## src/rtl/scale_pkg.sv

```systemverilog
// Shared types and constants for the scaler configuration controller:
// controller state encoding, geometry bundle and power-on geometry/scale values.
package scale_pkg;

    localparam int DIM_W = 12;
    localparam int DIV_W = 20;
    localparam int K_W   = 16;

    localparam logic [DIM_W-1:0] RST_S_WIDTH  = 12'd1920;
    localparam logic [DIM_W-1:0] RST_S_HEIGHT = 12'd1080;
    localparam logic [DIM_W-1:0] RST_T_WIDTH  = 12'd1920;
    localparam logic [DIM_W-1:0] RST_T_HEIGHT = 12'd1080;
    localparam logic [K_W-1:0]   RST_SCALE_K  = 16'h0100;

    typedef enum logic [1:0] {
        ST_IDLE    = 2'd0,
        ST_DIV_H   = 2'd1,
        ST_DIV_V   = 2'd2,
        ST_WAIT_VS = 2'd3
    } scale_state_e;

    typedef struct packed {
        logic [DIM_W-1:0] s_width;
        logic [DIM_W-1:0] s_height;
        logic [DIM_W-1:0] t_width;
        logic [DIM_W-1:0] t_height;
    } geom_t;

    localparam geom_t RST_GEOM = '{
        s_width:  RST_S_WIDTH,
        s_height: RST_S_HEIGHT,
        t_width:  RST_T_WIDTH,
        t_height: RST_T_HEIGHT
    };

    // Zero dimensions and any upscale are not representable by the scaler.
    function automatic logic cfg_invalid(input geom_t g);
        return (g.s_width == '0) || (g.s_height == '0) ||
               (g.t_width == '0) || (g.t_height == '0) ||
               (g.t_width > g.s_width) || (g.t_height > g.s_height);
    endfunction

endpackage

```

## src/rtl/scale_div_serial.sv

```systemverilog
// Serial restoring divider: 20-bit dividend / 12-bit divisor, one quotient bit
// per clock, 20 clocks per division; start performs the first step.
module scale_div_serial
    import scale_pkg::*;
(
    input  logic             clk_i,
    input  logic             rst_i,
    input  logic             start_i,
    input  logic [DIV_W-1:0] dividend_i,
    input  logic [DIM_W-1:0] divisor_i,
    output logic             busy_o,
    output logic             done_o,
    output logic [K_W-1:0]   quotient_o,
    output logic             ovf_o
);

    localparam logic [4:0] CNT_LOAD = 5'(DIV_W - 1);

    logic [DIM_W-1:0] rem_q;
    logic [DIM_W-1:0] rem_d;
    logic [DIM_W-1:0] divisor_q;
    logic [DIM_W-1:0] src_rem;
    logic [DIM_W-1:0] src_div;
    logic [DIM_W-1:0] diff;
    logic [DIV_W-1:0] quo_q;
    logic [DIV_W-1:0] quo_d;
    logic [DIV_W-1:0] src_quo;
    logic [DIM_W:0]   trial;
    logic             ge;
    logic [4:0]       cnt_q;
    logic             busy_q;
    logic             done_q;

    // quo_q shifts the dividend out at the top while quotient bits enter at the bottom.
    always_comb begin
        src_rem = start_i ? '0 : rem_q;
        src_quo = start_i ? dividend_i : quo_q;
        src_div = start_i ? divisor_i : divisor_q;
        trial   = {src_rem, src_quo[DIV_W-1]};
        ge      = trial >= {1'b0, src_div};
        diff    = trial[DIM_W-1:0] - src_div;
        rem_d   = ge ? diff : trial[DIM_W-1:0];
        quo_d   = {src_quo[DIV_W-2:0], ge};
    end

    always_ff @(posedge clk_i or posedge rst_i) begin
        if (rst_i) begin
            rem_q     <= '0;
            quo_q     <= '0;
            divisor_q <= '0;
            cnt_q     <= '0;
            busy_q    <= 1'b0;
            done_q    <= 1'b0;
        end else begin
            done_q <= 1'b0;
            if (start_i) begin
                rem_q     <= rem_d;
                quo_q     <= quo_d;
                divisor_q <= divisor_i;
                cnt_q     <= CNT_LOAD;
                busy_q    <= 1'b1;
            end else if (busy_q) begin
                rem_q <= rem_d;
                quo_q <= quo_d;
                cnt_q <= cnt_q - 5'd1;
                if (cnt_q == 5'd1) begin
                    busy_q <= 1'b0;
                    done_q <= 1'b1;
                end
            end
        end
    end

    assign busy_o     = busy_q;
    assign done_o     = done_q;
    assign quotient_o = quo_q[K_W-1:0];
    assign ovf_o      = |quo_q[DIV_W-1:K_W];

endmodule

```

## src/rtl/scale_cfg_ctrl.sv

```systemverilog
// Scaler configuration controller: validates a requested geometry, computes the
// Q8.8 scale factors and applies everything atomically on the next vs edge.
module scale_cfg_ctrl
    import scale_pkg::*;
#(
    parameter int   FRAC_BITS = 8,
    parameter logic VS_POL    = 1'b1
) (
    input  logic             pixel_clk,
    input  logic             sys_rst,
    input  logic             vs,
    input  logic             cfg_valid,
    output logic             cfg_ready,
    input  logic [DIM_W-1:0] cfg_s_width,
    input  logic [DIM_W-1:0] cfg_s_height,
    input  logic [DIM_W-1:0] cfg_t_width,
    input  logic [DIM_W-1:0] cfg_t_height,
    output logic [DIM_W-1:0] s_width,
    output logic [DIM_W-1:0] s_height,
    output logic [DIM_W-1:0] t_width,
    output logic [DIM_W-1:0] t_height,
    output logic [K_W-1:0]   h_scale_k,
    output logic [K_W-1:0]   v_scale_k,
    output logic             scale_rst,
    output logic             cfg_done,
    output logic             cfg_err
);

    scale_state_e     state_q;
    geom_t            cfg_in;
    geom_t            shadow_q;
    geom_t            active_q;
    logic [K_W-1:0]   h_k_shadow_q;
    logic [K_W-1:0]   v_k_shadow_q;
    logic [K_W-1:0]   h_k_q;
    logic [K_W-1:0]   v_k_q;
    logic             cfg_ready_q;
    logic             scale_rst_q;
    logic             cfg_done_q;
    logic             cfg_err_q;
    logic             vs_d_q;
    logic             wait_arm_q;

    logic             chk_cycle;
    logic             cfg_bad;
    logic             v_phase;
    logic             vs_edge;
    logic             div_start;
    logic             div_busy;
    logic             div_done;
    logic             div_ovf;
    logic [DIV_W-1:0] div_dividend;
    logic [DIM_W-1:0] div_divisor;
    logic [K_W-1:0]   div_quo;

    assign cfg_in = {cfg_s_width, cfg_s_height, cfg_t_width, cfg_t_height};

    // The first DIV_H cycle (divider idle, no result) is the validation slot; the
    // V division is launched on the same edge that retires the H result.
    always_comb begin
        chk_cycle    = (state_q == ST_DIV_H) && !div_busy && !div_done;
        cfg_bad      = cfg_invalid(shadow_q);
        v_phase      = (state_q == ST_DIV_H) && div_done;
        div_start    = (chk_cycle && !cfg_bad) || (v_phase && !div_ovf);
        div_dividend = v_phase ? ({{(DIV_W-DIM_W){1'b0}}, shadow_q.s_height} << FRAC_BITS)
                               : ({{(DIV_W-DIM_W){1'b0}}, shadow_q.s_width}  << FRAC_BITS);
        div_divisor  = v_phase ? shadow_q.t_height : shadow_q.t_width;
        vs_edge      = (vs == VS_POL) && (vs_d_q != VS_POL);
    end

    scale_div_serial u_div (
        .clk_i      (pixel_clk),
        .rst_i      (sys_rst),
        .start_i    (div_start),
        .dividend_i (div_dividend),
        .divisor_i  (div_divisor),
        .busy_o     (div_busy),
        .done_o     (div_done),
        .quotient_o (div_quo),
        .ovf_o      (div_ovf)
    );

    // Handshake: a configuration transfers on any edge where cfg_valid and
    // cfg_ready are both high; cfg_ready is high only while idle, and the
    // requester keeps cfg_valid and the fields stable until that edge.
    always_ff @(posedge pixel_clk or posedge sys_rst) begin
        if (sys_rst) begin
            state_q      <= ST_IDLE;
            cfg_ready_q  <= 1'b0;
            shadow_q     <= RST_GEOM;
            active_q     <= RST_GEOM;
            h_k_shadow_q <= RST_SCALE_K;
            v_k_shadow_q <= RST_SCALE_K;
            h_k_q        <= RST_SCALE_K;
            v_k_q        <= RST_SCALE_K;
            scale_rst_q  <= 1'b0;
            cfg_done_q   <= 1'b0;
            cfg_err_q    <= 1'b0;
            vs_d_q       <= ~VS_POL;
            wait_arm_q   <= 1'b0;
        end else begin
            vs_d_q      <= vs;
            scale_rst_q <= 1'b0;
            cfg_done_q  <= 1'b0;
            cfg_err_q   <= 1'b0;
            cfg_ready_q <= 1'b0;
            case (state_q)
                ST_IDLE: begin
                    if (cfg_valid && cfg_ready_q) begin
                        shadow_q <= cfg_in;
                        state_q  <= ST_DIV_H;
                    end else begin
                        cfg_ready_q <= 1'b1;
                    end
                end
                ST_DIV_H: begin
                    if (chk_cycle) begin
                        if (cfg_bad) begin
                            cfg_err_q   <= 1'b1;
                            cfg_ready_q <= 1'b1;
                            state_q     <= ST_IDLE;
                        end
                    end else if (div_done) begin
                        if (div_ovf) begin
                            cfg_err_q   <= 1'b1;
                            cfg_ready_q <= 1'b1;
                            state_q     <= ST_IDLE;
                        end else begin
                            h_k_shadow_q <= div_quo;
                            state_q      <= ST_DIV_V;
                        end
                    end
                end
                ST_DIV_V: begin
                    if (div_done) begin
                        if (div_ovf) begin
                            cfg_err_q   <= 1'b1;
                            cfg_ready_q <= 1'b1;
                            state_q     <= ST_IDLE;
                        end else begin
                            v_k_shadow_q <= div_quo;
                            wait_arm_q   <= 1'b0;
                            state_q      <= ST_WAIT_VS;
                        end
                    end
                end
                ST_WAIT_VS: begin
                    // An edge seen in the very first WAIT_VS cycle belongs to the
                    // frame already in flight, so it is not used for the apply.
                    wait_arm_q <= 1'b1;
                    if (wait_arm_q && vs_edge) begin
                        active_q    <= shadow_q;
                        h_k_q       <= h_k_shadow_q;
                        v_k_q       <= v_k_shadow_q;
                        scale_rst_q <= 1'b1;
                        cfg_done_q  <= 1'b1;
                        cfg_ready_q <= 1'b1;
                        state_q     <= ST_IDLE;
                    end
                end
                default: begin
                    cfg_ready_q <= 1'b1;
                    state_q     <= ST_IDLE;
                end
            endcase
        end
    end

    assign cfg_ready = cfg_ready_q;
    assign s_width   = active_q.s_width;
    assign s_height  = active_q.s_height;
    assign t_width   = active_q.t_width;
    assign t_height  = active_q.t_height;
    assign h_scale_k = h_k_q;
    assign v_scale_k = v_k_q;
    assign scale_rst = scale_rst_q;
    assign cfg_done  = cfg_done_q;
    assign cfg_err   = cfg_err_q;

endmodule
```

## config.mk

```make
export PLATFORM = sky130hd
export DESIGN_NAME = scale_cfg_ctrl
export DESIGN_NICKNAME = d
export VERILOG_FILES = /design/src/rtl/scale_pkg.sv /design/src/rtl/scale_div_serial.sv /design/src/rtl/scale_cfg_ctrl.sv
export SDC_FILE = /design/constraint.sdc
export NUM_CORES = 1
export LEC_CHECK = 0
export ABC_AREA = 1
export CAP_MARGIN = 20
export CORE_MARGIN = 2
export CORE_UTILIZATION = 45
export CTS_BUF_LIST = sky130_fd_sc_hd__clkbuf_4
export DETAILED_ROUTE_END_ITERATION = 8
export PLACE_DENSITY = 0.79
export SLEW_MARGIN = 20
export SYNTH_ARGS = -nofsm -noshare
export SYNTH_HDL_FRONTEND = slang
export SYNTH_HIERARCHICAL = 1
export SYNTH_SLANG_ARGS = --single-unit
```

## constraint.sdc

```tcl
create_clock -name pixel_clk -period 5.7 [get_ports pixel_clk]
set_clock_uncertainty 0.15 [all_clocks]
set_input_delay 0.855 -clock pixel_clk [delete_from_list [all_inputs] [get_ports pixel_clk]]
set_output_delay 0.855 -clock pixel_clk [all_outputs]
set_load 0.05 [all_outputs]
```

# Word level (Yosys, flattened, before mapping)
# Cells that the tools add are included.
totals:
  ff_bits: 218
  latch_bits: 0
  ramBits: 0
  romBits: 0
  inputBits: 52
  output_inout_bits: 84
  elab_cells: 113
  n_memories: 0
op_classes:
  n_addsub: 2
  multipliers: 0
  n_div: 0
  n_lt_le_gt_ge: 3
  n_eq_ne: 10
  shift: 0
  muxes: 39
  n_bitwise: 3
  n_reduce_logical: 32
ops:
  columns: ["cell", "count"]
  rows:
  - ["two-way mux 20 bit", 4]
  - ["two-way mux 12 bit", 6]
  - ["logical NOT 12 bit", 4]
  - ["greater-than comparator 12 bit", 2]
  - ["two-way mux 2 bit", 8]
  - ["two-way mux 1 bit", 15]
  - [">= comparator 13 x 12 -> 1 bit", 1]
  - ["subtractor 12 bit", 1]
  - ["two-way mux 5 bit", 2]
  - ["logical AND 1 bit", 8]
  - ["case mux 2 bit (4 select lines)", 1]
  - ["logical OR 1 bit", 6]
  - ["!= test 2 bit (second input constant)", 3]
  - ["AND reduction 3 bit", 2]
  - ["== test 5 x 1 -> 1 bit (second input constant)", 1]
  - ["AND reduction 5 bit", 1]
  - ["subtractor 5 x 1 -> 5 bit (second input constant)", 1]
  - ["== test 2 bit (second input constant)", 2]
  - ["logical NOT 1 bit", 4]
  - ["case mux 1 bit (2 select lines)", 2]
  - ["case mux 1 bit (4 select lines)", 1]
  - ["AND reduction 2 bit", 2]
  - ["AND reduction 4 bit", 1]
  - ["nonzero test 2 bit", 2]
  - ["7 further kinds", 9]

# Longest topological paths before layout
# Gate-level depths: netlist of the first run.
logic_depth:
  ltp_word: 14
  depth_mapped: 31
  ltp_nobuf: 28

# Modules after synthesis
# The synthesis of the first run kept the hierarchy.
by_module_without_submodules:
  columns: ["module", "instances", "cells_per_inst", "area_per_inst_um2", "seq_area_each_um2"]
  rows:
  - ["scale_cfg_ctrl", 1, 858, 7378.3, 4224.1]
  - ["scale_div_serial", 1, 443, 3278.1, 1276.2]

# Least setup slack after synthesis of the first run
# Ideal clock, no wire load.
synth_timing:
  path_kind: "register to register"
  start: "register shadow_q[45] (netlist name)"
  end: "register u_div.rem_q[0]"
  setup_ps: 131
  arrival_time_ps: 3584
  t_required_ps: 5419
  slack_ps: 1836
  path_stages_with_launch: 26
  n_path_buf: 4
  synth_period_minus_slack_ps: 3864
  path_cell_list: "dfstp_2 > inv_1 > ha_1 > nand2_1 > inv_1 > nand2_1 > nor2_1 > nand4_1 > nand2_1 > nand3_2 > nand2_1 > buf_6 > clkbuf_1 > clkbuf_1 > nor2_1 > ha_1 > nand2_1 > nor2_2 > inv_1 > nor3_2 > nand2_2 > nand3_4 > buf_6 > nand2_1 > nand3_1 > o21ai_0"
synth_via:
  elab_chain_cells: 14
  word_cells_on_any_way: 19
  classes_between: "1 x add/sub; 2 x order compare; 6 x mux; 10 x reduce/logical"
synth_lines:
  columns: ["item", "line_no", "rtl"]
  rows:
  - ["start, declared", "scale_cfg_ctrl.sv:31", "geom_t shadow_q;"]
  - ["start signal, assigned", "scale_cfg_ctrl.sv:110", "shadow_q <= cfg_in;"]
  - ["branches (longest 4 deep; another with greater-than comparator 12 bit)", null, null]
  - ["logical OR 1 bit (*)", "scale_pkg.sv:39", "(g.t_width == '0) || (g.t_height == '0) ||"]
  - ["logical OR 1 bit (*)", "scale_pkg.sv:40", "(g.t_width > g.s_width) || (g.t_height > g.s_height);"]
  - ["logical NOT 1 bit (*)", "scale_cfg_ctrl.sv:64", "div_start = (chk_cycle && !cfg_bad) || (v_phase && !div_ovf);"]
  - ["logical AND 1 bit (*)", "scale_cfg_ctrl.sv:64", null]
  - ["logical OR 1 bit (*)", "scale_cfg_ctrl.sv:64", null]
  - ["named net div_start", "scale_cfg_ctrl.sv:48", "logic div_start;"]
  - ["two-way mux 20 bit (tied with other cells)", "scale_div_serial.sv:37", "src_quo = start_i ? dividend_i : quo_q;"]
  - ["subtractor 12 bit / >= comparator 13 x 12 -> 1 bit (equally long branches)", "scale_div_serial.sv:41, scale_div_serial.sv:40", null]
  - ["two-way mux 12 bit", "scale_div_serial.sv:42", "rem_d = ge ? diff : trial[DIM_W-1:0];"]
  - ["two-way mux 12 bit", "scale_div_serial.sv:62", "end else if (busy_q) begin"]
  - ["two-way mux 12 bit", "scale_div_serial.sv:56", "if (start_i) begin"]
  - ["end signal, assigned", "scale_div_serial.sv:57", "rem_q <= rem_d;"]
  - ["end signal, assigned", "scale_div_serial.sv:63", "rem_q <= rem_d;"]
  - ["end, declared", "scale_div_serial.sv:19", "logic [DIM_W-1:0] rem_q;"]
# Mark *: on every way through the listed nets, which the timed path passes. The select of a mux whose other input is x is not followed.
# A chain may end at the register's enable or synchronous reset.

# Final worst setup path of the first run
layout_timing:
  start: "register shadow_q[45] (netlist name)"
  end: "register u_div.rem_q[11]"
# The elaborated chain is that of the path after synthesis.

==> qor.csv, run 1 <==
metric,value,unit
outcome,finished clean,
number of global-route vias before repair,8674,
sequential cell area fraction in the yosys report,51.6,%
share of flip-flops with an asynchronous set or reset after synthesis,100,%
Starting Density,45.7,%
top_reg_cell synth,sky130_fd_sc_hd__dfrtp_1,
top area cells in the synthesized netlist,"sky130_fd_sc_hd__dfrtp_1, sky130_fd_sc_hd__nand2_1, sky130_fd_sc_hd__dfstp_2, sky130_fd_sc_hd__o21ai_0, sky130_fd_sc_hd__inv_1",
final count of negative-setup-slack endpoints,0,
total congestion overflow,0,
Post-Route WL,26.4,mm
proportion of netlist area held by the largest area contributor,42.7,%
most repeated library cell on the critical path,sky130_fd_sc_hd__nand2_1,
crit path time final,4.41,ns
post-synthesis compound-gate area fraction,11.1,%
Comb power frac,45.9,%
residual antenna-violating net count after detailed routing,0,
share of post-route cells with drive strength above 1,12.0,%
leakage component of the power,6.55,nW
global-route wire length before repair,43.3,mm
library cell with the highest instance count after synthesis,sky130_fd_sc_hd__nand2_1,
number of hold-slack violations in the final timing report,0,
routability cong.,0.940,
flip-flop and latch count after synthesis,218,
Die Height,158,um
placeable core area,23300,um^2
num rows,56,
Netlist Area Pre-Place,10700,um^2
number of buffers on the longest clock path,3,
source-to-sink clock delay at the later pin of the worst-skew pair,0.66,ns
slowest cell on the critical path,sky130_fd_sc_hd__dfstp_2,
number of iterations in the first detailed-routing pass,5,
parity-gate share of the synthesized area counting xor and xnor cells,0.493,%
transition at the pin with the smallest max-transition slack,0.925,ns
H-tree levels,2,
total power draw,6.78,mW
type of the setup path with the least slack,reg -> reg,
clock sinks,218,
multiplexer area fraction after synthesis,0.106,%
combinational family with the most area after synthesis,simple AND/OR/NAND/NOR gates,
count of unique library cells instantiated by Yosys,43,
leading post-synthesis cells by instance count,"sky130_fd_sc_hd__nand2_1, sky130_fd_sc_hd__dfrtp_1, sky130_fd_sc_hd__inv_1, sky130_fd_sc_hd__o21ai_0, sky130_fd_sc_hd__nor2_1",
area added between synthesis and finish,21.0,%
Max rail drop VDD,0.203,mV
post-synthesis instance total,1301,
critical path's top delay family,simple AND/OR/NAND/NOR gates,
width of the die,158,um
count of input and output buffers,135,
maximum net fanout on the critical path,46,
cell taking the most area after synthesis,sky130_fd_sc_hd__dfrtp_1,
Register-to-Register Path Depth,23,
register clock-pin slew on the reported worst setup and hold paths,0.07,ns
Filler cells,2108,
hold depth,2,
simple-gate share of the synthesized area,22.7,%
die area,24900,um^2
Yosys Warn Count,6,
largest net degree at the start of global routing,96,
end of the worst register-to-register path,u_div/rem_q[11],
IO Count,136,
synthesized area per cell,8.19,um^2
launch instance of the worst min-delay path,h_k_shadow_q[8],
Sequential Power Share,34.1,%
DP HPWL,18.8,mm
clock tree from TritonCTS,built,
post-synthesis adder-cell area fraction,4.81,%
number of vias in the routed layout,9006,
path category of the worst min-delay check,reg -> reg,
average via count per standard cell,4.98,
buffer type at the clock tree root,sky130_fd_sc_hd__clkbuf_4,
Rel. slew slack,38.0,%
fraction of power spent switching nets,44.0,%
total negative setup slack,0,ns
final standard cell utilization of the core,55.3,%
worst min-delay path endpoint,h_scale_k[8],
Sw Pwr,2.98,mW
number of max-slew violations in the final report,0,
number of enable-type register cells in the synthesized netlist,0,
timing-limited maximum frequency,227,MHz
Worst Path Buf+Inv,4,
startpoint of the most critical register-to-register path,shadow_q[45],
hold buffer count at CTS,0,
TritonCTS buffer count,55,
drt drc,0,
critical path launch point type,flip-flop,
total of cells resized after clock tree synthesis,0,
setup repair after global routing missed its margin,no,
number of setup buffers added after CTS,0,
post-route standard cell area excluding fillers,12900,um^2
Global Route Usage Sum,21.8,%
area after detailed placement,12200,um^2
fin nets,1534,
violation count after the first detailed-route iteration,648,
cell-by-cell trace of the critical path,"inv_1, ha_1, nand2_1, inv_1, nand2_1, nor2_1, nand4_1, nand2_1, nand3_2, nand2_1, buf_4, o21ai_0, ha_1, nand2_1, nor2_2, inv_1, nor3_2, nand2_2, nand3_4, nand2_1, o21ai_0, nand2_1, nand2_1",
antenna violations before repair,1,
"slowest stage delay, CP",0.54,ns
count of maximum capacitance violations,0,
final period utilization,77.4,%
average wire per standard cell,14.6,um
Clk pwr share,20.0,%
internal power of the cells,3.79,mW
kind of end point of the critical path,flip-flop,
signal arrival time at the worst endpoint,4.83,ns
power density over cell area,525,nW/um^2
endpoint required time on the critical path,6.12,ns
worst reg2reg setup slack,1.29,ns
==> registers in the layout, summed over array words and instances, names as in the netlist, 2 cells and up <==
name / cells
u_div/cnt_q: 5
s_width: 12
h_scale_k: 16
u_div/divisor_q: 12
shadow_q: 48
u_div/quo_q: 20
t_height: 12
v_scale_k: 16
state_q: 2
v_k_shadow_q: 16
s_height: 12
h_k_shadow_q: 16
t_width: 12
u_div/rem_q: 12
==> cells in the final DEF, fill, tap and decap left out, types with 2 or more instances in the layout <==
cell,n
sky130_fd_sc_hd__nand2_1,404
sky130_fd_sc_hd__dfrtp_1,182
sky130_fd_sc_hd__inv_1,152
sky130_fd_sc_hd__clkdlybuf4s50_1,135
sky130_fd_sc_hd__o21ai_0,116
sky130_fd_sc_hd__nor2_1,99
sky130_fd_sc_hd__clkbuf_4,85
sky130_fd_sc_hd__a21oi_1,62
sky130_fd_sc_hd__ha_1,41
sky130_fd_sc_hd__dfstp_2,36
sky130_fd_sc_hd__nand3_1,34
sky130_fd_sc_hd__clkinv_1,14
sky130_fd_sc_hd__o21ai_1,13
sky130_fd_sc_hd__nand4_1,13
sky130_fd_sc_hd__or2_2,9
sky130_fd_sc_hd__nand2_2,8
sky130_fd_sc_hd__buf_4,8
sky130_fd_sc_hd__conb_1,8
sky130_fd_sc_hd__inv_2,6
sky130_fd_sc_hd__nand3_2,6
sky130_fd_sc_hd__o211ai_1,6
sky130_fd_sc_hd__o221ai_1,6
sky130_fd_sc_hd__xor2_1,6
sky130_fd_sc_hd__nor2_2,3
sky130_fd_sc_hd__a21o_1,3
sky130_fd_sc_hd__nor3_1,3
sky130_fd_sc_hd__clkinv_2,3
sky130_fd_sc_hd__nor3_2,2
sky130_fd_sc_hd__o31ai_1,2
sky130_fd_sc_hd__and2_1,2
sky130_fd_sc_hd__nand3_4,2
sky130_fd_sc_hd__nor4_1,2
sky130_fd_sc_hd__o21ai_2,2
==> power groups by stage <==
stage          Sequential [mW]  Clock (mW)  Combinational [mW]
6_report                  2.31        1.36                3.11
5_1_grt                   2.35        1.47                3.53
4_1_cts                   2.30        1.40                3.09
3_5_place_dp              2.33           0                3.07
3_3_place_gp              2.32           0                3.02
2_1_floorplan             2.34           0                2.31
==> how the worst max path moves through the flow <==
stage	slack [ns]	from	endpoint	depth (start not counted)
2_1_floorplan	0.24	sys_rst	cfg_done	1
3_3_place_gp	1.56	shadow_q[45]	u_div/rem_q[11]	23
3_5_place_dp	1.36	shadow_q[45]	u_div/rem_q[7]	23
4_1_cts	1.33	shadow_q[45]	u_div/rem_q[11]	23
5_1_grt	0.89	shadow_q[45]	u_div/rem_q[7]	23
6_report	1.29	shadow_q[45]	u_div/rem_q[11]	23
==> cell families (layout without fill, tap and decap cells) <==
logic type | after synthesis | after routing
flip-flops | 218 | 218
XOR/XNOR | 6 | 6
multiplexers | 1 | 1
buffers and inverters | 228 | 407
adder cells (fa/ha/maj) | 41 | 41
other | 1 | 9
AO/OA/AOI/OAI | 218 | 218
AND/OR/NAND/NOR | 588 | 588
==> worst reg2reg max path: cells and delay by family (launching register included) <==
family / cells / cell delay (ns)
AND/OR/NAND/NOR: 15 / 1.88
adder cells (fa/ha/maj): 2 / 0.72
buffers and inverters: 4 / 0.64
flip-flops: 1 / 0.54
AO/OA/AOI/OAI: 2 / 0.41
==> cell type report <==
| cell class | instances | area [um^2] | area share, % |
|---|---|---|---|
| sequential | 218 | 5500 | 42.7 |
| clock buffer | 85 | 638 | 4.95 |
| antenna | 1 | 2.50 | 0.0194 |
| timing repair buffer | 144 | 1430 | 11.1 |
| inverter | 160 | 606 | 4.70 |
| clock inverter | 18 | 101 | 0.786 |
| tap | 319 | 399 | 3.09 |
| multi-input combinational | 862 | 4220 | 32.7 |
==> per-stage QoR <==
step	setup WS [ns]	cells	hold slack, ns
final	1.29	1807	0.302
after CTS	1.33	1806	0.306
after floorplan	0.236	1308	0.284
after detailed placement	1.36	1703	0.304
after global routing	0.893	1807	0.320
after global placement	1.56	1702	0.303
==> routing by layer <==
layer | vias up | GRT usage [%] | routed length, um
li1 | 4418 | - | -
met1 | 4258 | 30.8 | 12200
met2 | 282 | 34.1 | 12000
met3 | 48 | 3.34 | 1560
met4 | 0 | 7.92 | 616
met5 | - | 0 | 0
Power figures use the tool's default switching activity.
==> run 2, diff against run 1 <==
clock period = 4 ns   (was 5.7 ns; I/O delays follow)
==> run 2 against run 1 <==
Critical path depth is 1 lower. First-iteration DRC count decreased by 3.1%. Sequential power rose by 42%. Sequential share of layout area fell by 1.3 points. Non-clock buffer count up 25. Clock power is 43% higher. Via count is 0.52% higher. Total power up 52%. Die area did not move. Global-route usage grew 0.24 points. Hold slack lost 0.015 ns. Register-to-register slack lost 1.1 ns.
==> qor.csv, run 2 (synthesis results as in run 1) <==
metric,value,unit,change
width of the die,158,um,unchanged
Starting Density,45.7,%,unchanged
Hold Slack,0.287,ns,was 0.302 ns
most repeated library cell on the critical path,sky130_fd_sc_hd__nand2_1,,unchanged
Setup crit start,shadow_q[45],,unchanged
violation count after the first detailed-route iteration,628,,was 648
hold depth,1,,was 2
Rel. slew slack,35.1,%,was 38.0%
total negative setup slack,0,ns,unchanged
H-tree levels,2,,unchanged
share of post-route cells with drive strength above 1,14.6,%,was 12.0%
endpoint required time on the critical path,4.38,ns,was 6.12 ns
kind of end point of the critical path,flip-flop,,unchanged
placeable core area,23300,um^2,unchanged
IO Count,136,,unchanged
fin nets,1562,,was 1534
timing-limited maximum frequency,261,MHz,was 227 MHz
total congestion overflow,0,,unchanged
crit path time final,3.82,ns,was 4.41 ns
type of the setup path with the least slack,reg -> reg,,unchanged
num rows,56,,unchanged
worst setup path endpoint,u_div/rem_q[0],,was u_div/rem_q[11]
setup repair after global routing missed its margin,yes,,was no
Max rail drop VDD,0.306,mV,was 0.203 mV
number of hold-slack violations in the final timing report,0,,unchanged
clock sinks,218,,unchanged
Largest regs,"shadow_q (48), u_div/quo_q (20)",,unchanged
drt drc,0,,unchanged
path category of the worst min-delay check,in -> reg,,was reg -> reg
final standard cell utilization of the core,57.0,%,was 55.3%
cell-by-cell trace of the critical path,"inv_1, ha_1, nand2_1, inv_1, nand2_1, nor2_2, nand4_1, nand2_1, nand3_2, nand2_4, inv_4, or2_2, o21ai_0, ha_1, a21oi_2, o21ai_1, a21oi_4, buf_12, buf_4, nand4_1, nand3_1, o21ai_0",,"was inv_1, ha_1, nand2_1, inv_1, nand2_1, nor2_1, nand4_1, nand2_1, nand3_2, nand2_1, buf_4, o21ai_0, ha_1, nand2_1, nor2_2, inv_1, nor3_2, nand2_2, nand3_4, nand2_1, o21ai_0, nand2_1, nand2_1"
buffer type at the clock tree root,sky130_fd_sc_hd__clkbuf_4,,unchanged
Post-Route WL,26.9,mm,was 26.4 mm
hold buffer count at CTS,0,,unchanged
count of maximum capacitance violations,0,,unchanged
area added between synthesis and finish,24.8,%,was 21.0%
number of iterations in the first detailed-routing pass,7,,was 5
signal arrival time at the worst endpoint,4.21,ns,was 4.83 ns
power density over cell area,774,nW/um^2,was 525 nW/um^2
count of input and output buffers,135,,unchanged
flip-flop count of the largest register after layout,48,,unchanged
most flop-heavy register,shadow_q,,unchanged
Global Route Usage Sum,22.0,%,was 21.8%
transition at the pin with the smallest max-transition slack,0.970,ns,was 0.925 ns
largest net degree at the start of global routing,88,,was 96
average via count per standard cell,4.93,,was 4.98
slowest cell on the critical path,sky130_fd_sc_hd__dfstp_2,,unchanged
"leading cell types in the layout, fill and taps excluded","sky130_fd_sc_hd__nand2_1, sky130_fd_sc_hd__dfrtp_1, sky130_fd_sc_hd__inv_1, sky130_fd_sc_hd__clkdlybuf4s50_1, sky130_fd_sc_hd__o21ai_0",,unchanged
number of global-route vias before repair,8954,,was 8674
TritonCTS buffer count,56,,was 55
DP HPWL,19.1,mm,was 18.8 mm
leakage component of the power,6.74,nW,was 6.55 nW
outcome,finished clean,,unchanged
"slowest stage delay, CP",0.53,ns,was 0.54 ns
maximum net fanout on the critical path,17,,was 46
final count of negative-setup-slack endpoints,0,,unchanged
Die Height,158,um,unchanged
critical path launch point type,flip-flop,,unchanged
clock tree from TritonCTS,built,,unchanged
antenna violations before repair,1,,unchanged
worst reg2reg setup slack,0.18,ns,was 1.29 ns
source-to-sink clock delay at the later pin of the worst-skew pair,0.68,ns,was 0.66 ns
routability cong.,0.927,,was 0.940
Register-to-Register Path Depth,22,,was 23
final period utilization,95.6,%,was 77.4%
end of the worst register-to-register path,u_div/rem_q[0],,was u_div/rem_q[11]
global-route wire length before repair,43.8,mm,was 43.3 mm
number of buffers on the longest clock path,3,,unchanged
number of max-slew violations in the final report,0,,unchanged
number of vias in the routed layout,9053,,was 9006
startpoint of the most critical register-to-register path,shadow_q[45],,unchanged
residual antenna-violating net count after detailed routing,0,,unchanged
die area,24900,um^2,unchanged
register clock-pin slew on the reported worst setup and hold paths,0.07,ns,about the same
"commonest non-fill, non-tap cell in the layout",sky130_fd_sc_hd__nand2_1,,unchanged
average wire per standard cell,14.7,um,was 14.6 um
-- run 2: cell count changes in the layout (fill, tap and decap cells not counted), sizes merged --
| cell | previous run | this run |
|---|---|---|
| buf | 9 | 33 |
| nand3 | 42 | 44 |
| inv | 159 | 157 |
| clkinv | 17 | 22 |
-- run 2: how the worst min path moves through the flow --
stage / endpoint / slack (ns) / start
after detailed placement: u_div/cnt_q[3] / 0.30 / u_div/cnt_q[3]
final: vs_d_q / 0.29 / vs
after global routing: vs_d_q / 0.25 / vs
after CTS: vs_d_q / 0.24 / vs
after floorplan: u_div/cnt_q[3] / 0.28 / u_div/cnt_q[3]
after global placement: u_div/cnt_q[3] / 0.30 / u_div/cnt_q[3]
-- run 2: critical path: cells and delay by family (launching register included) --
kind / cells / cell delay, ns
adders and majority gates: 2 / 0.64
AOI/OAI and AO/OA: 5 / 0.71
buffers and inverters: 5 / 0.46
and+or+nand+nor: 10 / 1.18
DFF: 1 / 0.53
-- run 2: through the flow --
stage	instances	power (mW)	worst slack, ns	cell area [um^2]
global route	1836	11.1	-0.0496	13300
global placement	1720	7.71	0.0262	12300
detailed placement	1720	7.82	-0.0921	12300
floorplan	1308	6.62	0.136	10700
finish	1836	10.3	0.175	13300
CTS	1826	9.85	0.0400	13100
-- run 2: where the power goes --
group | total [mW] | switching [mW] | internal (mW) | leakage, nW
Combinational | 5.07 | 3.20 | 1.87 | 3.59
Sequential | 3.28 | 0.419 | 2.86 | 2.70
Clock | 1.94 | 0.912 | 1.03 | 0.449
Total | 10.3 | 4.53 | 5.76 | 6.74
-- run 2: area by class of cell --
class                      instances  area [um^2]
antenna                            1         2.50
multi-input combinational        864         4370
clock inverter                    21          118
inverter                         160          607
clock buffer                      84          631
timing repair buffer             169         1670
tap                              319          399
sequential                       218         5500
fill                            2086        10000
-- run 2: repair_timing --
action                     in CTS  in global routing
pin swaps                       0                 12
buffers inserted                0                  7
setup endpoints to repair      11                 13
cloned                          1                  2
gates resized for setup         3                 31
-- run 2: metal layers --
metal / GRT usage, % / wire length [um] / part of all wire [%]
met5: 0 / 0 / 0
met4: 9.26 / 865 / 3.2
met3: 4.24 / 1600 / 5.9
met2: 34.2 / 12100 / 45
met1: 30.3 / 12400 / 46
==> run 3, diff against run 2 <==
PLACE_DENSITY = 0.76   (was 0.79)
SKIP_CTS_REPAIR_TIMING = 1   (was default)
clock period = 3.7 ns   (was 4 ns; I/O delays follow)
==> run 3 against run 2 <==
Register-to-register slack got worse by 0.13 ns. Combinational power increased by 24%. Routed wire length increased by 2.3%. Maximum frequency increased by 4.6%. Utilization increased by 2.5 points.
==> qor.csv, run 3 (synthesis results as in run 1) <==
metric,value,unit,change
outcome,finished clean,,unchanged
IO Count,136,,unchanged
DP HPWL,19.8,mm,was 19.1 mm
Max rail drop VDD,0.374,mV,was 0.306 mV
total negative setup slack,0,ns,unchanged
Hold Slack,0.252,ns,was 0.287 ns
kind of end point of the critical path,flip-flop,,unchanged
"commonest non-fill, non-tap cell in the layout",sky130_fd_sc_hd__nand2_1,,unchanged
fin nets,1616,,was 1562
path category of the worst min-delay check,in -> async,,was in -> reg
highest routed metal layer,met4,,unchanged
placeable core area,23300,um^2,unchanged
TritonCTS buffer count,55,,was 56
width of the die,158,um,unchanged
global-route wire length before repair,44.5,mm,was 43.8 mm
count of maximum capacitance violations,0,,unchanged
most flop-heavy register,shadow_q,,unchanged
WL met3,1.53,mm,was 1.60 mm
type of the setup path with the least slack,reg -> reg,,unchanged
drt drc,0,,unchanged
source-to-sink clock delay at the later pin of the worst-skew pair,0.67,ns,was 0.68 ns
antenna violations before repair,1,,unchanged
Largest regs,"shadow_q (48), u_div/quo_q (20)",,unchanged
area added between synthesis and finish,30.3,%,was 24.8%
number of vias in the routed layout,9351,,was 9053
register clock-pin slew on the reported worst setup and hold paths,0.07,ns,about the same
Die Height,158,um,unchanged
final period utilization,98.8,%,was 95.6%
average wire per standard cell,14.6,um,was 14.7 um
number of iterations in the first detailed-routing pass,5,,was 7
number of global-route vias before repair,9258,,was 8954
die area,24900,um^2,unchanged
signal arrival time at the worst endpoint,4.03,ns,was 4.21 ns
residual antenna-violating net count after detailed routing,0,,unchanged
final standard cell utilization of the core,59.5,%,was 57.0%
Global Route Usage Sum,22.5,%,was 22.0%
Starting Density,45.7,%,unchanged
power density over cell area,860,nW/um^2,was 774 nW/um^2
num rows,56,,unchanged
transition at the pin with the smallest max-transition slack,0.923,ns,was 0.970 ns
average via count per standard cell,4.95,,was 4.93
number of buffers on the longest clock path,3,,unchanged
met1 routed wirelength after detailed routing,12.5,mm,was 12.4 mm
setup repair after global routing missed its margin,yes,,unchanged
endpoint required time on the critical path,4.08,ns,was 4.38 ns
leakage component of the power,7.00,nW,was 6.74 nW
timing-limited maximum frequency,273,MHz,was 261 MHz
number of hold-slack violations in the final timing report,0,,unchanged
final count of negative-setup-slack endpoints,0,,unchanged
Rel. slew slack,38.1,%,was 35.1%
clock sinks,218,,unchanged
maximum net fanout on the critical path,6,,was 17
"leading cell types in the layout, fill and taps excluded","sky130_fd_sc_hd__nand2_1, sky130_fd_sc_hd__dfrtp_1, sky130_fd_sc_hd__inv_1, sky130_fd_sc_hd__clkdlybuf4s50_1, sky130_fd_sc_hd__o21ai_0",,unchanged
number of max-slew violations in the final report,0,,unchanged
crit path time final,3.66,ns,was 3.82 ns
routability cong.,0.886,,was 0.927
critical path launch point type,flip-flop,,unchanged
share of post-route cells with drive strength above 1,20.1,%,was 14.6%
count of input and output buffers,135,,unchanged
buffer type at the clock tree root,sky130_fd_sc_hd__clkbuf_4,,unchanged
violation count after the first detailed-route iteration,581,,was 628
flip-flop count of the largest register after layout,48,,unchanged
Post-Route WL,27.5,mm,was 26.9 mm
largest net degree at the start of global routing,61,,was 88
total congestion overflow,0,,unchanged
clock tree from TritonCTS,built,,unchanged
met2 routed wirelength,12.7,mm,was 12.1 mm
Register-to-Register Path Depth,23,,was 22
H-tree levels,2,,unchanged
-- run 3: worst paths after layout --
path                       slack [ns]              end            from
max                              0.04   u_div/rem_q[7]    shadow_q[43]
min                              0.25  u_div/quo_q[11]         sys_rst
max reg2reg                      0.04   u_div/rem_q[7]    shadow_q[43]
min reg2reg                      0.31   u_div/cnt_q[3]  u_div/cnt_q[3]
max in group asynchronous        2.28      s_height[5]         sys_rst
min in group pixel_clk           0.26           vs_d_q              vs
-- run 3: layer usage --
metal / track usage [%] / up-vias
met5: 0 / -
met4: 9.05 / 0
met3: 3.61 / 60
met2: 35.8 / 278
met1: 30.9 / 4435
li1: - / 4578
-- run 3: final cells by class --
type,count,area (um^2)
clock inverter,18,104
timing repair inverter,1,6.26
fill,2011,9440
inverter,160,612
sequential,218,5500
tap,319,399
timing repair buffer,225,2140
multi-input combinational,862,4480
clock buffer,86,646
antenna,1,2.50
-- run 3: worst max-delay path, cell delays in order, from the launching register on --
cell and delay (ns):
sky130_fd_sc_hd__dfstp_2 0.54, sky130_fd_sc_hd__inv_2 0.05, sky130_fd_sc_hd__ha_4 0.27, sky130_fd_sc_hd__nand4_1 0.12
sky130_fd_sc_hd__nor2_2 0.14, sky130_fd_sc_hd__nand4_1 0.10, sky130_fd_sc_hd__nand2_1 0.10, sky130_fd_sc_hd__nand3_2 0.10
sky130_fd_sc_hd__nand2_4 0.17, sky130_fd_sc_hd__inv_8 0.06, sky130_fd_sc_hd__buf_6 0.11, sky130_fd_sc_hd__buf_4 0.14
sky130_fd_sc_hd__nand2_2 0.08, sky130_fd_sc_hd__inv_2 0.05, sky130_fd_sc_hd__ha_1 0.29, sky130_fd_sc_hd__nand2_1 0.08
sky130_fd_sc_hd__nor3_2 0.18, sky130_fd_sc_hd__buf_4 0.14, sky130_fd_sc_hd__nand3_2 0.10, sky130_fd_sc_hd__nand3_4 0.17
sky130_fd_sc_hd__clkbuf_16 0.17, sky130_fd_sc_hd__nand3_1 0.08, sky130_fd_sc_hd__nand2_1 0.06, sky130_fd_sc_hd__nand2_1 0.05
-- run 3: metrics by stage --
stage	cells	setup WS [ns]	power (mW)	area [um^2]
2_1_floorplan	1308	0.0218	7.16	10700
6_report	1890	0.0434	11.9	13900
4_1_cts	1878	-0.181	11.2	13500
3_3_place_gp	1774	0.0564	8.89	12700
3_5_place_dp	1774	-0.129	9.00	12700
5_1_grt	1890	-0.159	12.9	13900
-- run 3: where the power goes --
part	internal (mW)	leakage, nW	switching (mW)
logic	2.60	3.85	3.69
registers	3.10	2.70	0.451
clock network	1.13	0.451	0.972
total	6.83	7.00	5.11
==> RTL change 1, RTL diff (flow settings as in run 1) <==
Encoding of `scale_state_e`: now one-hot (4 bits for 4 states).
--- a/src/rtl/scale_pkg.sv
+++ b/src/rtl/scale_pkg.sv
@@ -12,11 +12,11 @@
     localparam logic [DIM_W-1:0] RST_T_HEIGHT = 12'd1080;
     localparam logic [K_W-1:0]   RST_SCALE_K  = 16'h0100;
 
-    typedef enum logic [1:0] {
-        ST_IDLE    = 2'd0,
-        ST_DIV_H   = 2'd1,
-        ST_DIV_V   = 2'd2,
-        ST_WAIT_VS = 2'd3
+    typedef enum logic [3:0] {
+        ST_IDLE    = 4'b0001,
+        ST_DIV_H   = 4'b0010,
+        ST_DIV_V   = 4'b0100,
+        ST_WAIT_VS = 4'b1000
     } scale_state_e;
 
     typedef struct packed {
Behaviour: same outputs for any inputs over 10 cycles, from zero or initial values and one cycle with sys_rst high; not proved beyond that.
==> RTL change 1 against run 1 <==
  * Area after synthesis is 0.39% higher
  * Worst hold slack worse by 0.0010 ns
  * Total power is 6.1% lower
  * Die area is 0.38% higher
  * Cell area is 0.29% higher
  * Sequential share of layout area is 0.27 points higher
  * Maximum frequency is 1.8% higher
  * Combinational power is 13% lower
  * Wire length is 1.6% lower
  * Sequential cell count is 2 higher
  * Worst setup slack better by 0.080 ns
==> RTL change 1: results (changes against run 1) <==
| Metric | Value |
|---|---|
| Critical path's slowest cell | dfstp_2 (unchanged) |
| Average size of a mapped cell | 8.24 um^2 (was 8.19 um^2) |
| CTS Root Cell | clkbuf_4 (unchanged) |
| Worst EP arrival | 4.82 ns (was 4.83 ns) |
| Worst-Margin Slew | 0.960 ns (was 0.925 ns) |
| Initial antenna violation count | 1 (unchanged) |
| CP peak stage delay | 0.54 ns (about the same) |
| VDD IR max | 0.223 mV (was 0.203 mV) |
| Most frequent cells after synthesis | 449 x nand2_1, 183 x dfrtp_1, 151 x inv_1, 124 x o21ai_0, 57 x nor2_1 (was 406 x nand2_1, 182 x dfrtp_1, 154 x inv_1, 116 x o21ai_0, 99 x nor2_1) |
| Number of cells upsized or downsized after cts | 0 (unchanged) |
| Initial DRC Count | 725 (was 648) |
| Leak | 6.31 nW (was 6.55 nW) |
| First-pass GRT wire length | 42,600 um (was 43,300 um) |
| Worst hold path class | flop to flop (unchanged) |
| Dpl hpwl | 18,500 um (was 18,800 um) |
| Clock slew at reported path FFs | 0.07 ns (about the same) |
| Yosys warns | 6 (unchanged) |
| Post-Place Cells | 1,701 (was 1,703) |
| Via count | 8,899 (was 9,006) |
| CTS Buf Count | 57 (was 55) |
| PortBufs | 135 (unchanged) |
| Fraction of layout cells with a size suffix above 1 | 12.8% (was 12.0%) |
| # fillers | 2,084 (was 2,108) |
| Top routing layer used | met4 (unchanged) |
| Placed instance area | 12,100 um^2 (was 12,200 um^2) |
| Gr usage total | 21.3% (was 21.8%) |
| # H-tree levels | 2 (unchanged) |
| WL per Instance | 14.3 um (was 14.6 um) |
| Largest buffer count on any clock path | 3 (unchanged) |
| Routed wl met2 | 11,700 um (was 12,000 um) |
| Async SR Flop Fraction | 100% (unchanged) |
| Skew-Pair Late Insertion Delay | 0.70 ns (was 0.66 ns) |
| Placer's final routability congestion estimate | 0.922 (was 0.940) |
| Primary FF master, synth | dfrtp_1 (unchanged) |
| Fin nets | 1,529 (was 1,534) |
| Top cells by area, synth | dfrtp_1 43%, nand2_1 16%, dfstp_2 9.1% (was dfrtp_1 43%, nand2_1 14%, dfstp_2 8.9%) |
| Pre-CTS setup slack | 1.42 ns (was 1.36 ns) |
| Total gr overflow | 0 (unchanged) |
| Crit-path leading delay family | simple AND/OR/NAND/NOR gates (unchanged) |
| Yosys cell types | 42 (was 43) |
| CP max FO | 46 (unchanged) |
| Sequential fraction of the synthesis area | 51.9% (was 51.6%) |
| Met3 wire length | 1930 um (was 1560 um) |
| Largest net degree at the start of global routing | 123 (was 96) |
| Outcome | finished clean (unchanged) |
| Setup bufs post-CTS | 0 (unchanged) |
| Biggest regs | shadow_q (48), u_div/quo_q (20) (unchanged) |
| DR pass1 iterations | 5 (unchanged) |
| Vias per cell | 4.92 (was 4.98) |
| Number of global-route vias before repair | 8,574 (was 8,674) |
| WL met1 | 11,700 um (was 12,200 um) |
-- RTL change 1: changes by cell type in the layout (fill, tap and decap cells not counted), moves of 3 or more --
cell / change
o21ai_1: +39
inv_1: -3
inv_2: -3
clkinv_1: -10
nand3_1: +3
a21oi_1: -47
clkbuf_4: +13
nor2_1: -43
o21ai_0: +8
ha_1: -5
nand2_1: +45
nor3_1: +3
-- RTL change 1: final cells by class --
class	instances	area [um^2]	area share (%)
diodes	1	2.50	0.0193
clock buffers	98	736	5.69
clock inverters	9	60.1	0.464
inverters	156	593	4.59
multi-input cells	862	4170	32.2
flip-flops and latches	220	5550	42.9
well taps	319	399	3.09
repair buffers	144	1420	11.0
-- RTL change 1: cells by family after synthesis --
family	after synthesis	share of synthesized area, %
DFF	220	51.9
adders and majority gates	36	4.21
xor gates and xnor gates	6	0.491
AOI/OAI and AO/OA	215	10.8
other	1	0.0351
and+or+nand+nor	597	23.1
buffers and inverters	224	9.50
-- RTL change 1: routing by layer --
metal | vias up | global-route usage (%)
li1 | 4414 | -
met1 | 4130 | 29.8
met2 | 305 | 33.2
met3 | 50 | 4.27
met4 | 0 | 7.72
met5 | - | 0
-- RTL change 1: final timing paths --
path | startpoint | endpoint | slack [ns] | depth (start not counted)
setup / recovery | shadow_q[34] | u_div/rem_q[11] | 1.37 | 20
hold / removal | v_k_shadow_q[14] | v_scale_k[14] | 0.30 | 2
setup reg to reg | shadow_q[34] | u_div/rem_q[11] | 1.37 | 20
hold reg to reg | v_k_shadow_q[14] | v_scale_k[14] | 0.30 | 2
max in group asynchronous | sys_rst | s_width[7] | 3.64 | 3
min in group asynchronous | sys_rst | u_div/quo_q[7] | 0.63 | 2
-- RTL change 1: worst register-to-register path: cells and delay by family, from the launching register on --
kind                       cells  cell delay, ns
buffers and inverters          2            0.49
DFF                            1            0.54
adders and majority gates      2            0.72
and+or+nand+nor               14            1.99
AOI/OAI and AO/OA              2            0.38
-- RTL change 1: power by group --
group | leakage (nW) | total, mW | internal, mW | switching (mW)
Combinational | 3.02 | 2.70 | 0.912 | 1.79
Sequential | 2.81 | 2.24 | 1.97 | 0.274
Clock | 0.482 | 1.42 | 0.776 | 0.648
Total | 6.31 | 6.36 | 3.65 | 2.71
==> RTL change 2, RTL diff (config.mk and constraints of run 1) <==
Made on the original files. Set the package constant `DIV_W` to 30 (it was 20).
--- a/src/rtl/scale_pkg.sv
+++ b/src/rtl/scale_pkg.sv
@@ -3,7 +3,7 @@
 package scale_pkg;
 
     localparam int DIM_W = 12;
-    localparam int DIV_W = 20;
+    localparam int DIV_W = 30;
     localparam int K_W   = 16;
 
     localparam logic [DIM_W-1:0] RST_S_WIDTH  = 12'd1920;
Formal check against the unedited RTL: no difference found for any inputs over 10 cycles, from zero or initial values and one cycle with sys_rst high; that may be too few to reach the edited logic, so the function may still have changed.
==> RTL change 2 against run 1 <==
  * Cell area rose by 3.5%
  * Total power fell by 1.4%
  * Area after synthesis rose by 3.8%
  * Sequential cell count rose by 10
  * Maximum frequency fell by 1.8%
  * Worst setup slack got worse by 0.079 ns
  * Wire length rose by 5.2%
  * Non-clock buffer count rose by 1
  * Critical endpoint unchanged
  * Highest routed layer unchanged
==> RTL change 2: results (changes against run 1) <==
| Metric | Value |
|---|---|
| Clock power share | 20.9% (was 20.0%) |
| R2R cell count | 22 (was 23) |
| Adder-Cell Fraction of Synth Area | 4.64% (was 4.81%) |
| CP max FO | 58 (was 46) |
| Internal power | 3.78 mW (was 3.79 mW) |
| Skew-Pair Late Insertion Delay | 0.70 ns (was 0.66 ns) |
| Worst EP arrival | 4.93 ns (was 4.83 ns) |
| Endpoint, Worst Hold | v_scale_k[14] (was h_scale_k[8]) |
| Most frequent cells after synthesis | 418 x nand2_1, 192 x dfrtp_1, 159 x inv_1, 114 x o21ai_0, 101 x nor2_1 (was 406 x nand2_1, 182 x dfrtp_1, 154 x inv_1, 116 x o21ai_0, 99 x nor2_1) |
| Number of global-route vias before repair | 9,126 (was 8,674) |
| Dpl hpwl | 19,600 um (was 18,800 um) |
| Post-Place Cells | 1,763 (was 1,703) |
| Post-route cell area | 13,400 um^2 (was 12,900 um^2) |
| Rel. slew slack | 32.4% (was 38.0%) |
| Seq power | 2.36 mW (was 2.31 mW) |
| Placer's final routability congestion estimate | 0.921 (was 0.940) |
| Compound-Gate Fraction of Synth Area | 10.9% (was 11.1%) |
| Register-to-Register Setup Slack | 1.21 ns (was 1.29 ns) |
| Post-synthesis xor/xnor area fraction | 0.475% (was 0.493%) |
| Outcome | finished clean (unchanged) |
| VDD IR max | 0.185 mV (was 0.203 mV) |
| Sequential fraction of the synthesis area | 52.0% (was 51.6%) |
| Leak | 6.74 nW (was 6.55 nW) |
| Min Hold Slack | 0.309 ns (was 0.302 ns) |
| Multiplexer share of the synthesized area | 0.192% (was 0.106%) |
RTL change 2: cell types whose count changed after synthesis, moves of 5 or more:
cell	run 1	this run
nand2_1	406	418
nand3_1	34	41
inv_1	154	159
o221ai_1	6	12
dfrtp_1	182	192
RTL change 2: logic make-up after synthesis:
kind of cell               count (synthesis)
buffers and inverters                    236
other                                      1
and+or+nand+nor                          612
xor gates and xnor gates                   6
AOI/OAI and AO/OA                        221
muxes                                      2
DFF                                      228
adders and majority gates                 41
RTL change 2: layout make-up:
type                            instances  area share [%]
Sequential cell                       228            43.1
Multi-Input combinational cell        900            32.9
Timing Repair Buffer                  145            10.7
Clock buffer                           85            4.78
Inverter                              166            4.70
Tap cell                              324            3.04
Clock inverter                         20           0.834
Antenna cell                            1          0.0187
RTL change 2: metal layers:
metal  part of all wire (%)  wire length (um)  vias up  track usage (%)
met5                      0                 0        -                0
met4                    2.5               696        0             7.63
met3                    6.1              1690       58             3.95
met2                     45             12400      283             33.6
met1                     47             13000     4403             31.7
li1                       -                 -     4585                -
